### config.mk
export PLATFORM = sky130hd
export DESIGN_NAME = snn_img_sender
export DESIGN_NICKNAME = d
export VERILOG_FILES = /design/src/rtl/snn_link_pkg.sv /design/src/rtl/snn_ser_tx.sv /design/src/rtl/snn_img_sender.sv
export SDC_FILE = /design/constraint.sdc
export NUM_CORES = 1
export LEC_CHECK = 0
export ABC_AREA = 0
export CAP_MARGIN = 20
export CORE_ASPECT_RATIO = 0.6
export CORE_MARGIN = 2
export CORE_UTILIZATION = 35
export CTS_BUF_LIST = sky130_fd_sc_hd__clkbuf_16
export DETAILED_ROUTE_END_ITERATION = 7
export DONT_BUFFER_PORTS = 1
export GPL_ROUTABILITY_DRIVEN = 1
export PLACE_DENSITY = 0.51
export SLEW_MARGIN = 20
export SYNTH_ARGS = -nofsm -noshare
export SYNTH_HDL_FRONTEND = slang
export SYNTH_HIERARCHICAL = 1
export SYNTH_SLANG_ARGS = --single-unit
### constraint.sdc
create_clock -name clk -period 4.15 [get_ports clk]
set_input_delay 0.83 -clock clk [delete_from_list [all_inputs] [get_ports clk]]
set_output_delay 0.83 -clock clk [all_outputs]
set_load 0.05 [all_outputs]
### src/rtl/snn_link_pkg.sv
// Shared types and constants for the SNN serial link (image sender side).
package snn_link_pkg;

    typedef enum logic [2:0] {
        IDLE,
        FETCH,
        SEND,
        WAIT_RESP,
        RECV
    } state_t;

    localparam int IMG_BYTES    = 98;
    localparam int DEF_BAUD_DIV = 5208;

    // A classification byte is unusable if its frame is broken or it is not a decimal digit.
    function automatic logic resp_is_bad(input logic [7:0] resp, input logic stop_bit);
        return !stop_bit || (resp > 8'd9);
    endfunction

endpackage

### src/rtl/snn_ser_tx.sv
// 8N1 serializer: one frame per start pulse, done pulses in the last clock of the stop bit.
module snn_ser_tx
    import snn_link_pkg::*;
#(
    parameter int BAUD_DIV = DEF_BAUD_DIV
) (
    input  logic       clk,
    input  logic       rst_n,
    input  logic       start,
    input  logic [7:0] data,
    output logic       tx,
    output logic       done
);

    localparam int BW = $clog2(BAUD_DIV);
    localparam logic [BW-1:0] BAUD_LAST = BW'(BAUD_DIV - 1);

    logic          r_busy;
    logic [BW-1:0] r_baud;
    logic [3:0]    r_bit;
    logic [8:0]    r_shift;
    logic          r_tx;
    logic          w_bit_end;

    assign w_bit_end = r_busy && (r_baud == BAUD_LAST);
    // Combinational so the parent can queue the next byte without an extra idle clock.
    assign done      = w_bit_end && (r_bit == 4'd9);
    assign tx        = r_tx;

    always_ff @(posedge clk or negedge rst_n) begin
        if (!rst_n) begin
            r_busy  <= 1'b0;
            r_baud  <= '0;
            r_bit   <= '0;
            r_shift <= '1;
            r_tx    <= 1'b1;
        end else if (!r_busy) begin
            if (start) begin
                r_busy  <= 1'b1;
                r_tx    <= 1'b0;
                r_shift <= {1'b1, data};
                r_bit   <= '0;
                r_baud  <= '0;
            end
        end else if (w_bit_end) begin
            r_baud <= '0;
            if (r_bit == 4'd9) begin
                r_busy <= 1'b0;
            end else begin
                r_tx    <= r_shift[0];
                r_shift <= {1'b1, r_shift[8:1]};
                r_bit   <= r_bit + 4'd1;
            end
        end else begin
            r_baud <= r_baud + BW'(1);
        end
    end

endmodule

### src/rtl/snn_img_sender.sv
// Self-test initiator: streams a packed binary image from ROM over tx and collects the digit on rx.
module snn_img_sender
    import snn_link_pkg::*;
#(
    parameter int NUM_BYTES    = IMG_BYTES,
    parameter int BAUD_DIV     = DEF_BAUD_DIV,
    parameter int RESP_TIMEOUT = 2000000
) (
    input  logic       clk,
    input  logic       rst_n,
    input  logic       go,
    output logic [6:0] rom_addr,
    input  logic [7:0] rom_data,
    output logic       tx,
    input  logic       rx,
    output logic       busy,
    output logic       result_vld,
    output logic [3:0] result,
    output logic       bad_resp,
    output logic       timeout
);

    localparam int BW = $clog2(BAUD_DIV);
    localparam int TW = $clog2(RESP_TIMEOUT + 1);
    localparam logic [BW-1:0] BAUD_LAST = BW'(BAUD_DIV - 1);
    localparam logic [BW-1:0] BAUD_HALF = BW'(BAUD_DIV / 2 - 1);
    localparam logic [TW-1:0] TMO_LOAD  = TW'(RESP_TIMEOUT);
    localparam logic [6:0]    LAST_BYTE = 7'(NUM_BYTES - 1);

    state_t        r_state;
    logic [6:0]    r_cnt;
    logic          r_fetch_wait;
    logic          r_busy;
    logic          r_result_vld;
    logic [3:0]    r_result;
    logic          r_bad_resp;
    logic          r_timeout;
    logic [TW-1:0] r_tmo;
    logic [BW-1:0] r_baud;
    logic [3:0]    r_rbit;
    logic [7:0]    r_shift;
    logic          r_rx_prev;

    logic          w_ser_start;
    logic          w_ser_done;
    logic          w_rx_fall;
    logic          w_sample;
    logic          w_tmo_expired;
    logic [TW-1:0] w_tmo_next;

    assign w_ser_start   = (r_state == FETCH) && r_fetch_wait;
    assign w_rx_fall     = r_rx_prev && !rx;
    // Start bit is checked mid-bit; every later bit one full period after the previous sample.
    assign w_sample      = (r_baud == ((r_rbit == 4'd0) ? BAUD_HALF : BAUD_LAST));
    assign w_tmo_next    = (r_tmo == '0) ? '0 : r_tmo - TW'(1);
    assign w_tmo_expired = (r_tmo <= TW'(1));

    snn_ser_tx #(
        .BAUD_DIV (BAUD_DIV)
    ) u_ser (
        .clk   (clk),
        .rst_n (rst_n),
        .start (w_ser_start),
        .data  (rom_data),
        .tx    (tx),
        .done  (w_ser_done)
    );

    always_ff @(posedge clk or negedge rst_n) begin
        if (!rst_n) begin
            r_state      <= IDLE;
            r_cnt        <= '0;
            r_fetch_wait <= 1'b0;
            r_busy       <= 1'b0;
            r_result_vld <= 1'b0;
            r_result     <= '0;
            r_bad_resp   <= 1'b0;
            r_timeout    <= 1'b0;
            r_tmo        <= '0;
            r_baud       <= '0;
            r_rbit       <= '0;
            r_shift      <= '0;
            r_rx_prev    <= 1'b1;
        end else begin
            r_rx_prev    <= rx;
            r_result_vld <= 1'b0;
            r_timeout    <= 1'b0;
            case (r_state)
                IDLE: begin
                    if (go) begin
                        r_state      <= FETCH;
                        r_cnt        <= '0;
                        r_fetch_wait <= 1'b0;
                        r_busy       <= 1'b1;
                    end
                end
                FETCH: begin
                    // First cycle presents the address, second consumes the ROM word.
                    if (!r_fetch_wait) begin
                        r_fetch_wait <= 1'b1;
                    end else begin
                        r_fetch_wait <= 1'b0;
                        r_state      <= SEND;
                    end
                end
                SEND: begin
                    if (w_ser_done) begin
                        if (r_cnt == LAST_BYTE) begin
                            r_state <= WAIT_RESP;
                            r_tmo   <= TMO_LOAD;
                        end else begin
                            r_cnt   <= r_cnt + 7'd1;
                            r_state <= FETCH;
                        end
                    end
                end
                WAIT_RESP: begin
                    r_tmo <= w_tmo_next;
                    if (w_rx_fall) begin
                        r_state <= RECV;
                        r_baud  <= '0;
                        r_rbit  <= '0;
                    end else if (w_tmo_expired) begin
                        r_timeout <= 1'b1;
                        r_busy    <= 1'b0;
                        r_state   <= IDLE;
                    end
                end
                RECV: begin
                    r_tmo <= w_tmo_next;
                    if (w_sample) begin
                        r_baud <= '0;
                        if (r_rbit == 4'd0) begin
                            if (rx) begin
                                r_state <= WAIT_RESP;
                            end else begin
                                r_rbit <= 4'd1;
                            end
                        end else if (r_rbit == 4'd9) begin
                            r_result     <= r_shift[3:0];
                            r_bad_resp   <= resp_is_bad(r_shift, rx);
                            r_result_vld <= 1'b1;
                            r_busy       <= 1'b0;
                            r_state      <= IDLE;
                        end else begin
                            r_shift <= {rx, r_shift[7:1]};
                            r_rbit  <= r_rbit + 4'd1;
                        end
                    end else begin
                        r_baud <= r_baud + BW'(1);
                    end
                end
                default: r_state <= IDLE;
            endcase
        end
    end

    assign rom_addr   = r_cnt;
    assign busy       = r_busy;
    assign result_vld = r_result_vld;
    assign result     = r_result;
    assign bad_resp   = r_bad_resp;
    assign timeout    = r_timeout;

endmodule

Yosys cells after proc, flatten, opt, wreduce, memory -nomap -nowiden --
Index checks and enable logic that the tools add are counted.
Storage, ports and cells: register bits 94, bits of input ports 12, output and inout port bits 16
Cells by class: add/sub/neg operators 6, order comparisons 2, eq/ne operators 27, mux-type cells 65, bitwise gates (word level) 2, reduce and logical (&&, ||, !) cells 26
Operator list (number):
- $mux W13 | 6
- $mux W21 | 3
- $pmux W21 S2 | 1
- $mux W4 | 9
- $mux W9 | 4
- $mux W3 | 9
- $add A13 B1 Y13 const B | 2
- $pmux W13 S2 | 1
- $ne A2 B2 Y1 const B | 12
- $mux W1 | 23
- $le A21 B1 Y1 const B | 1
- $logic_not A21 Y1 | 1
- $mux W7 | 3
- $sub A21 B1 Y21 const B | 1
- $ne A3 B3 Y1 const B | 5
- $pmux W3 S5 | 1
- $pmux W7 S2 | 1
- $reduce_and A7 Y1 | 2
- $eq A13 B13 Y1 | 1
- $eq A13 B13 Y1 const B | 1
- $reduce_and A4 Y1 | 3
- $reduce_bool A2 Y1 | 5
- $add A4 B1 Y4 const B | 2
- $eq A4 B4 Y1 const B | 2
- 22 further kinds | 29

Depth between registers and ports, before layout --
Gate-level depths: netlist (run 1).
depth in word-level cells 5, depth in mapped cells 10

Modules after synthesis --
The synthesis (run 1) kept the hierarchy.
Modules (own cells, without submodules):
- snn_img_sender | times used 1, cells an instance 391, area each 3679.8 um^2, sequential area each 1652.8 um^2
- snn_ser_tx | times used 1, cells an instance 145, area each 1481.4 um^2, sequential area each 686.9 um^2

Worst setup path before layout (run 1) --
OpenSTA, ideal clock, no wires.
kind register -> register, from register r_cnt[0] (netlist: rom_addr[0]), to register r_tmo[6], library setup time 121 ps, arrival time 2227 ps, data required time 4029 ps, path slack 1802 ps, stages on the path, launching flop included 8, buffers on the path 1, clock period less this slack 2348 ps, cell sequence dfrtp_1 ha_1 or4b_1 nor3_2 buf_2 o211ai_1 xor2_1 nor2_1
On the way: word-level cells in the longest chain between the ends 3
Ends and longest elaborated chain:
- from (decl) | RTL line snn_img_sender.sv:31 | logic [6:0] r_cnt;
- from (signal assigned) | RTL line snn_img_sender.sv:112 | r_cnt <= r_cnt + 7'd1;
- $eq A7 B7 Y1 | RTL line snn_img_sender.sv:108 | if (r_cnt == LAST_BYTE) begin
- $ne A2 B2 Y1 (no source line)
- $reduce_and A3 Y1 (no source line)
- to (signal assigned) | RTL line snn_img_sender.sv:118 | r_tmo <= w_tmo_next;
- to (signal assigned) | RTL line snn_img_sender.sv:130 | r_tmo <= w_tmo_next;
- to (decl) | RTL line snn_img_sender.sv:38 | logic [TW-1:0] r_tmo;
Every way passes these cells. A chain may end at the register's enable or synchronous reset.

Final worst setup path (run 1) --
from register u_ser.r_baud[0], to register r_tmo[11]
On the way: word-level cells in the longest chain between the ends 5
Ends and longest elaborated chain:
- from (decl) | RTL line snn_ser_tx.sv:19 | logic [BW-1:0] r_baud;
- from (signal assigned) | RTL line snn_ser_tx.sv:55 | r_baud <= r_baud + BW'(1);
- $eq A13 B13 Y1 | RTL line snn_ser_tx.sv:25 | assign w_bit_end = r_busy && (r_baud == BAUD_LAST);
- $logic_and A1 B1 Y1 | RTL line snn_ser_tx.sv:25
- $logic_and A1 B1 Y1 | RTL line snn_ser_tx.sv:27 | assign done = w_bit_end && (r_bit == 4'd9);
- via w_ser_done | RTL line snn_img_sender.sv:45 | logic w_ser_done;
- $ne A2 B1 Y1 (no source line)
- $reduce_and A3 Y1 (no source line)
The timed path passes the listed nets, and every way through them passes these cells.

==> impl_metrics.env, run 1 <==
export IMPL_cellLeakagePower_nw=2.35
export IMPL_maxSlewViolCount=0
export IMPL_fmax_mhz=351
export IMPL_die_width_um=161
export IMPL_cts_buffers=9
export IMPL_vias_per_cell=5.52
export IMPL_tns_ns=0
export IMPL_yosys_warnings=6
export IMPL_tightest_slew_ns=1.07
export IMPL_via_count=4006
export IMPL_synth_seq_cells=93
export IMPL_ant_nets=0
export IMPL_avgSynthCellArea_um2=9.63
export IMPL_met1_length_um=6110
export IMPL_io_buffer_count=0
export IMPL_grt_pass1_wl_um=19800
export IMPL_critPathKind="reg -> reg"
export IMPL_hold_path_class="in -> async"
export IMPL_grt_pass1_vias=3878
export IMPL_fp_row_count=34
export IMPL_setup_viol_count_final=0
export IMPL_start_util_pct=35.7
export IMPL_synth_most_common_cell="dfrtp_1"
export IMPL_coreArea_mm2=0.0145
export IMPL_relSlewSlack_pct=28.6
export IMPL_hold_viol=0
export IMPL_netlist_area_mm2=0.00516
export IMPL_holdBufCountCts=0
export IMPL_gr_total_overflow=0
export IMPL_die_h_um=98.1
export IMPL_yosys_area_top_type="dfrtp_1"
export IMPL_path_max_fanout=14
export IMPL_critPathMaxStageDelay_ns=0.47
export IMPL_antenna_found_initial=0
export IMPL_skew_ns=0.00956
export IMPL_cts_resized=0
export IMPL_cts_root_buf="clkbuf_16"
export IMPL_async_flop_share_pct=100
export IMPL_synth_main_ff_cell="dfrtp_1"
export IMPL_synth_edf_count=0
export IMPL_dr_first_iter_drc_count=310
export IMPL_maxUsedRoutingLayer="met4"
export IMPL_cp_cell_sequence="ha_1 -> and4b_1 -> nand4_2 -> nor2_1 -> nand3b_1 -> nor3_2 -> buf_4 -> nor2_1 -> a21oi_2 -> nor2_1"
export IMPL_ys_types=73
export IMPL_cp_start_kind="register"
export IMPL_rsz0062_at_grt="no"
export IMPL_fin_hold_ws_ns=0.188
export IMPL_cts_buffer_depth=2
export IMPL_clock_latency_ns=0.34
export IMPL_areaGrowthSynthToFinish_pct=8.44
export IMPL_nets=546
export IMPL_grt_max_degree=94
export IMPL_path_clk_slew_ns=0.07
export IMPL_firstDrtPassIters=5
export IMPL_p_per_area_mw_per_mm2=530
export IMPL_gp_congestion=0.795
export IMPL_drc_errors=0
export IMPL_crit_arrival_ns=3.05
export IMPL_n_antenna_cell=0
export IMPL_yosys_top_cells_count="dfrtp_1 (83), nand2_1 (56), nor2_1 (47)"
export IMPL_wl_per_cell_um=15.9
export IMPL_ctsHtreeMaxLevel=3
export IMPL_maxCapViolations=0
export IMPL_synth_area_leaders="dfrtp_1 (40%), dfstp_2 (5.1%), nand2_1 (4.1%)"
export IMPL_path_delay_family="simple AND/OR/NAND/NOR gates"
export IMPL_wl_um=11500
export IMPL_dr_wl_met3_um=628
export IMPL_path_buf_inv=1
export IMPL_cpMaxStageDelayCell="a21oi_2"
export IMPL_endpoint_kind="register"
export IMPL_synth_top_cell_area_share_pct=40.2
export IMPL_vdd_drop_max_mv=0.225
export IMPL_period_share_pct=68.6
export IMPL_crit_required_ns=4.36
export IMPL_met2_length_um=4720
export IMPL_r2r_slack_ns=1.30
export IMPL_clock_sinks=93
export IMPL_finalCriticalPeriod_ns=2.85
export IMPL_drive_gt1_share_pct=9.66
export IMPL_dpl_hpwl_um=8070
export IMPL_syn_nets=559
export IMPL_grtUsageTotal_pct=15.4
export IMPL_crit_reg2reg_launch="u_ser/r_baud[0]"
export IMPL_status="completed"
export IMPL_cts_tree="built"
export IMPL_startpoint="u_ser/r_baud[0]"
export IMPL_ff2ff_path_depth=10
export IMPL_io_pins=28
export IMPL_path_common_cell="nor2_1"
export IMPL_syn_inst=536
export IMPL_yosysSeqAreaShare_pct=45.3
export IMPL_power_total_w=0.00297
export IMPL_r2r_end="r_tmo[11]"
export IMPL_dieArea_mm2=0.0158
export IMPL_cts_setup_buffers=0
==> cell usage in the layout (no fill, tap or decap), types with 5 or more instances in the layout <==
| cell type | instances |
|---|---|
| o211ai_1 | 16 |
| o21ai_0 | 17 |
| inv_1 | 15 |
| dfstp_2 | 10 |
| xor2_1 | 12 |
| mux2_1 | 13 |
| o221a_1 | 6 |
| and3_1 | 11 |
| nand2b_1 | 10 |
| nand3b_1 | 9 |
| mux2i_1 | 10 |
| nor2_1 | 46 |
| o21ai_1 | 8 |
| nor4_1 | 7 |
| xnor2_1 | 6 |
| a21oi_1 | 27 |
| nand2_1 | 56 |
| dfrtp_1 | 83 |
| o31ai_1 | 6 |
| nand4_1 | 13 |
| nor3_1 | 13 |
| clkbuf_16 | 9 |
| nand3_1 | 24 |
| ha_1 | 11 |
| and2_1 | 5 |
==> metal layers <==
layer,up-vias,track usage [%]
li1,1932,-
met1,1975,22.8
met2,91,22.7
met3,8,4.33
met4,0,2.61
met5,-,0
==> where the power goes <==
part	switching, W	leakage [nW]	internal, W
Combinational	0.000399	1.04	0.000322
Clock	0.000367	0.128	0.000407
Sequential	0.000308	1.18	0.00117
==> registers in the layout, indices dropped and copies added (netlist names), 3 cells and up <==
register and flops:
r_state 3, r_rbit 4, rom_addr 7, r_baud 13
r_tmo 21, u_ser/r_baud 13, u_ser/r_shift 8, u_ser/r_bit 4
r_shift 8, result 4
==> logic make-up (layout without fill, tap and decap cells) <==
kind of cell | count (synthesis) | in the layout | synth area share [%]
simple gates | 232 | 232 | 24.8
buf+inv | 43 | 35 | 3.42
compound gates | 115 | 115 | 15.7
xor+xnor | 18 | 18 | 3.05
fa+ha+maj | 11 | 11 | 2.67
flops | 93 | 93 | 45.3
mux | 24 | 24 | 4.99
==> cell type report <==
type	count	area [um^2]
Clock buffer	9	225
Multi-Input combinational cell	400	2650
Fill cell	1442	8870
Sequential cell	93	2340
Tap cell	198	248
Inverter	15	56.3
Timing Repair Buffer	4	30.0
Clock inverter	7	50.0
==> how the worst max path moves through the flow <==
stage / end / slack, ns / cells after the start
floorplan: r_tmo[6] / 1.80 / 7
global placement: r_tmo[6] / 1.36 / 7
detailed placement: r_tmo[11] / 1.28 / 7
CTS: r_tmo[16] / 1.27 / 7
global route: r_tmo[4] / 1.01 / 10
finish: r_tmo[11] / 1.30 / 10
==> per-stage QoR <==
stage	setup WS, ns	cell area (um^2)	cells	util, %
floorplan	1.80	5160	536	-
global placement	1.36	5320	710	36.8
detailed placement	1.28	5320	710	36.8
CTS	1.27	5590	726	38.7
global route	1.01	5600	726	38.7
finish	1.30	5600	726	38.7
(Power assumes the default switching activity.)
==> run 2, diff against run 1 <==
- PLACE_DENSITY: 0.51 -> 0.53
- clock period: 4.15 -> 2.6 ns (I/O delays scaled with it)
==> impl_metrics.env, run 2 (synthesis gave the netlist of run 1 again) <==
export IMPL_met2_usage_pct=21.9
export IMPL_cellLeakagePower_nw=2.49
export IMPL_path_clk_slew_ns=0.07
export IMPL_period_share_pct=90.0
export IMPL_seq_area_mm2=0.00234
export IMPL_nets=571
export IMPL_path_max_fanout=5
export IMPL_layout_commonest_cell="dfrtp_1"
export IMPL_setup_viol_count_final=0
export IMPL_maxSlewViolCount=0
export IMPL_clock_sinks=93
export IMPL_clock_latency_ns=0.35
export IMPL_maxCapViolations=0
export IMPL_io_buffer_count=0
export IMPL_fin_util_pct=40.2
export IMPL_cts_buffers=9
export IMPL_cpMaxStageDelayCell="dfrtp_1"
export IMPL_dpl_hpwl_um=8290
export IMPL_drive_gt1_share_pct=13.0
export IMPL_critPathKind="reg -> reg"
export IMPL_place_area_mm2=0.00548
export IMPL_cts_buffer_depth=2
export IMPL_tns_ns=0
export IMPL_final_area_mm2=0.00582
export IMPL_dieArea_mm2=0.0158
export IMPL_top_usage_layer="met1"
export IMPL_cp_start_kind="register"
export IMPL_fmax_mhz=427
export IMPL_largest_register_ffs=21
export IMPL_endpoint_kind="register"
export IMPL_gp_congestion=0.836
export IMPL_hold_viol=0
export IMPL_regMostFlops="r_tmo"
export IMPL_wl_um=12000
export IMPL_status="completed"
export IMPL_path_common_cell="nor2_1"
export IMPL_p_per_area_mw_per_mm2=837
export IMPL_cts_tree="built"
export IMPL_via_count=4147
export IMPL_multiInputGateArea_mm2=0.00265
export IMPL_tightest_slew_ns=1.05
export IMPL_cts_root_buf="clkbuf_16"
export IMPL_die_h_um=98.1
export IMPL_rsz0062_at_grt="no"
export IMPL_globalRouteMet1Util_pct=25.4
export IMPL_drc_errors=0
export IMPL_cp_cell_sequence="ha_1 -> and4b_1 -> nand4_2 -> nor2_1 -> nand3b_1 -> nor3_2 -> nor2_1 -> o41ai_1 -> o21ai_1"
export IMPL_crit_arrival_ns=2.55
export IMPL_dr_first_iter_drc_count=369
export IMPL_grt_max_degree=84
export IMPL_hold_path_class="in -> async"
export IMPL_vdd_drop_max_mv=0.383
export IMPL_firstDrtPassIters=6
export IMPL_grt_pass1_wl_um=20600
export IMPL_n_fill_cell=1416
export IMPL_crit_required_ns=2.81
export IMPL_layout_common_cells="dfrtp_1 (83), nand2_1 (56), nor2_1 (47), a21oi_1 (27), buf_4 (26)"
export IMPL_grt_pass1_vias=3969
export IMPL_areaGrowthSynthToFinish_pct=12.7
export IMPL_fin_hold_ws_ns=0.0710
export IMPL_finalCriticalPeriod_ns=2.34
export IMPL_skew_ns=0.00785
export IMPL_antenna_found_initial=0
export IMPL_ant_nets=0
export IMPL_vias_per_cell=5.52
export IMPL_die_width_um=161
export IMPL_ctsHtreeMaxLevel=3
export IMPL_fp_row_count=34
export IMPL_io_pins=28
export IMPL_coreArea_mm2=0.0145
export IMPL_grtUsageTotal_pct=16.1
export IMPL_relSlewSlack_pct=30.3
export IMPL_met3_usage_pct=3.91
export IMPL_n_antenna_cell=0
export IMPL_gr_total_overflow=0
export IMPL_reg_top3="r_tmo x21, r_baud x13, u_ser/r_baud x13"
export IMPL_critPathMaxStageDelay_ns=0.38
export IMPL_start_util_pct=35.7
export IMPL_wl_per_cell_um=16.0
-- run 2: routing by layer --
metal,share of wire [%],wire length (um)
met4,1.5,175
met3,6.3,764
met5,0,0
met1,53,6420
met2,39,4690
-- run 2: repair_timing --
action                                  4_1_cts  5_1_grt
endpoints found under the setup margin        0        1
hold buffers                                  1        2
resized for setup                             0        1
setup buffers                                 0        0
endpoints found under the hold margin        83        8
-- run 2: critical path: cells and delay by family, from the launching register on --
family / cells / cell delay (ns)
AND/OR/NAND/NOR: 6 / 1.12
AO/OA/AOI/OAI: 2 / 0.47
flip-flops: 1 / 0.38
adder cells (fa/ha/maj): 1 / 0.24
-- run 2: where the power goes --
group	leakage [nW]	internal [W]	total, W	switching [W]
combinational	1.17	0.000568	0.00127	0.000702
sequential	1.18	0.00186	0.00233	0.000469
clock	0.134	0.000664	0.00127	0.000603
-- run 2: final timing paths --
path                                       start                to  slack (ns)  cells past startpoint
worst max-delay path             u_ser/r_baud[0]         r_tmo[20]        0.26                      9
worst min-delay path                       rst_n         r_baud[5]        0.07                      1
worst max register to register   u_ser/r_baud[0]         r_tmo[20]        0.26                      9
worst min register to register  u_ser/r_shift[0]          u_ser/tx        0.47                      2
max in group asynchronous                  rst_n  u_ser/r_shift[0]        1.68                      1
min in group clk                              rx         r_rx_prev        0.17                      0
-- run 2: area by class of cell --
| cell class | instances | area share (%) |
|---|---|---|
| clock buffers | 9 | 3.87 |
| well taps | 198 | 4.26 |
| flip-flops and latches | 93 | 40.2 |
| multi-input cells | 400 | 45.5 |
| clock inverters | 7 | 1.01 |
| inverters | 15 | 0.968 |
| repair buffers | 29 | 4.17 |
-- run 2: per-stage QoR --
stage | cells | total power [W] | setup slack, ns
after global routing | 751 | 0.00523 | 0.0120
after detailed placement | 732 | 0.00357 | 0.253
after floorplan | 536 | 0.00321 | 0.252
after global placement | 732 | 0.00353 | 0.392
final | 751 | 0.00487 | 0.259
after CTS | 749 | 0.00490 | 0.241
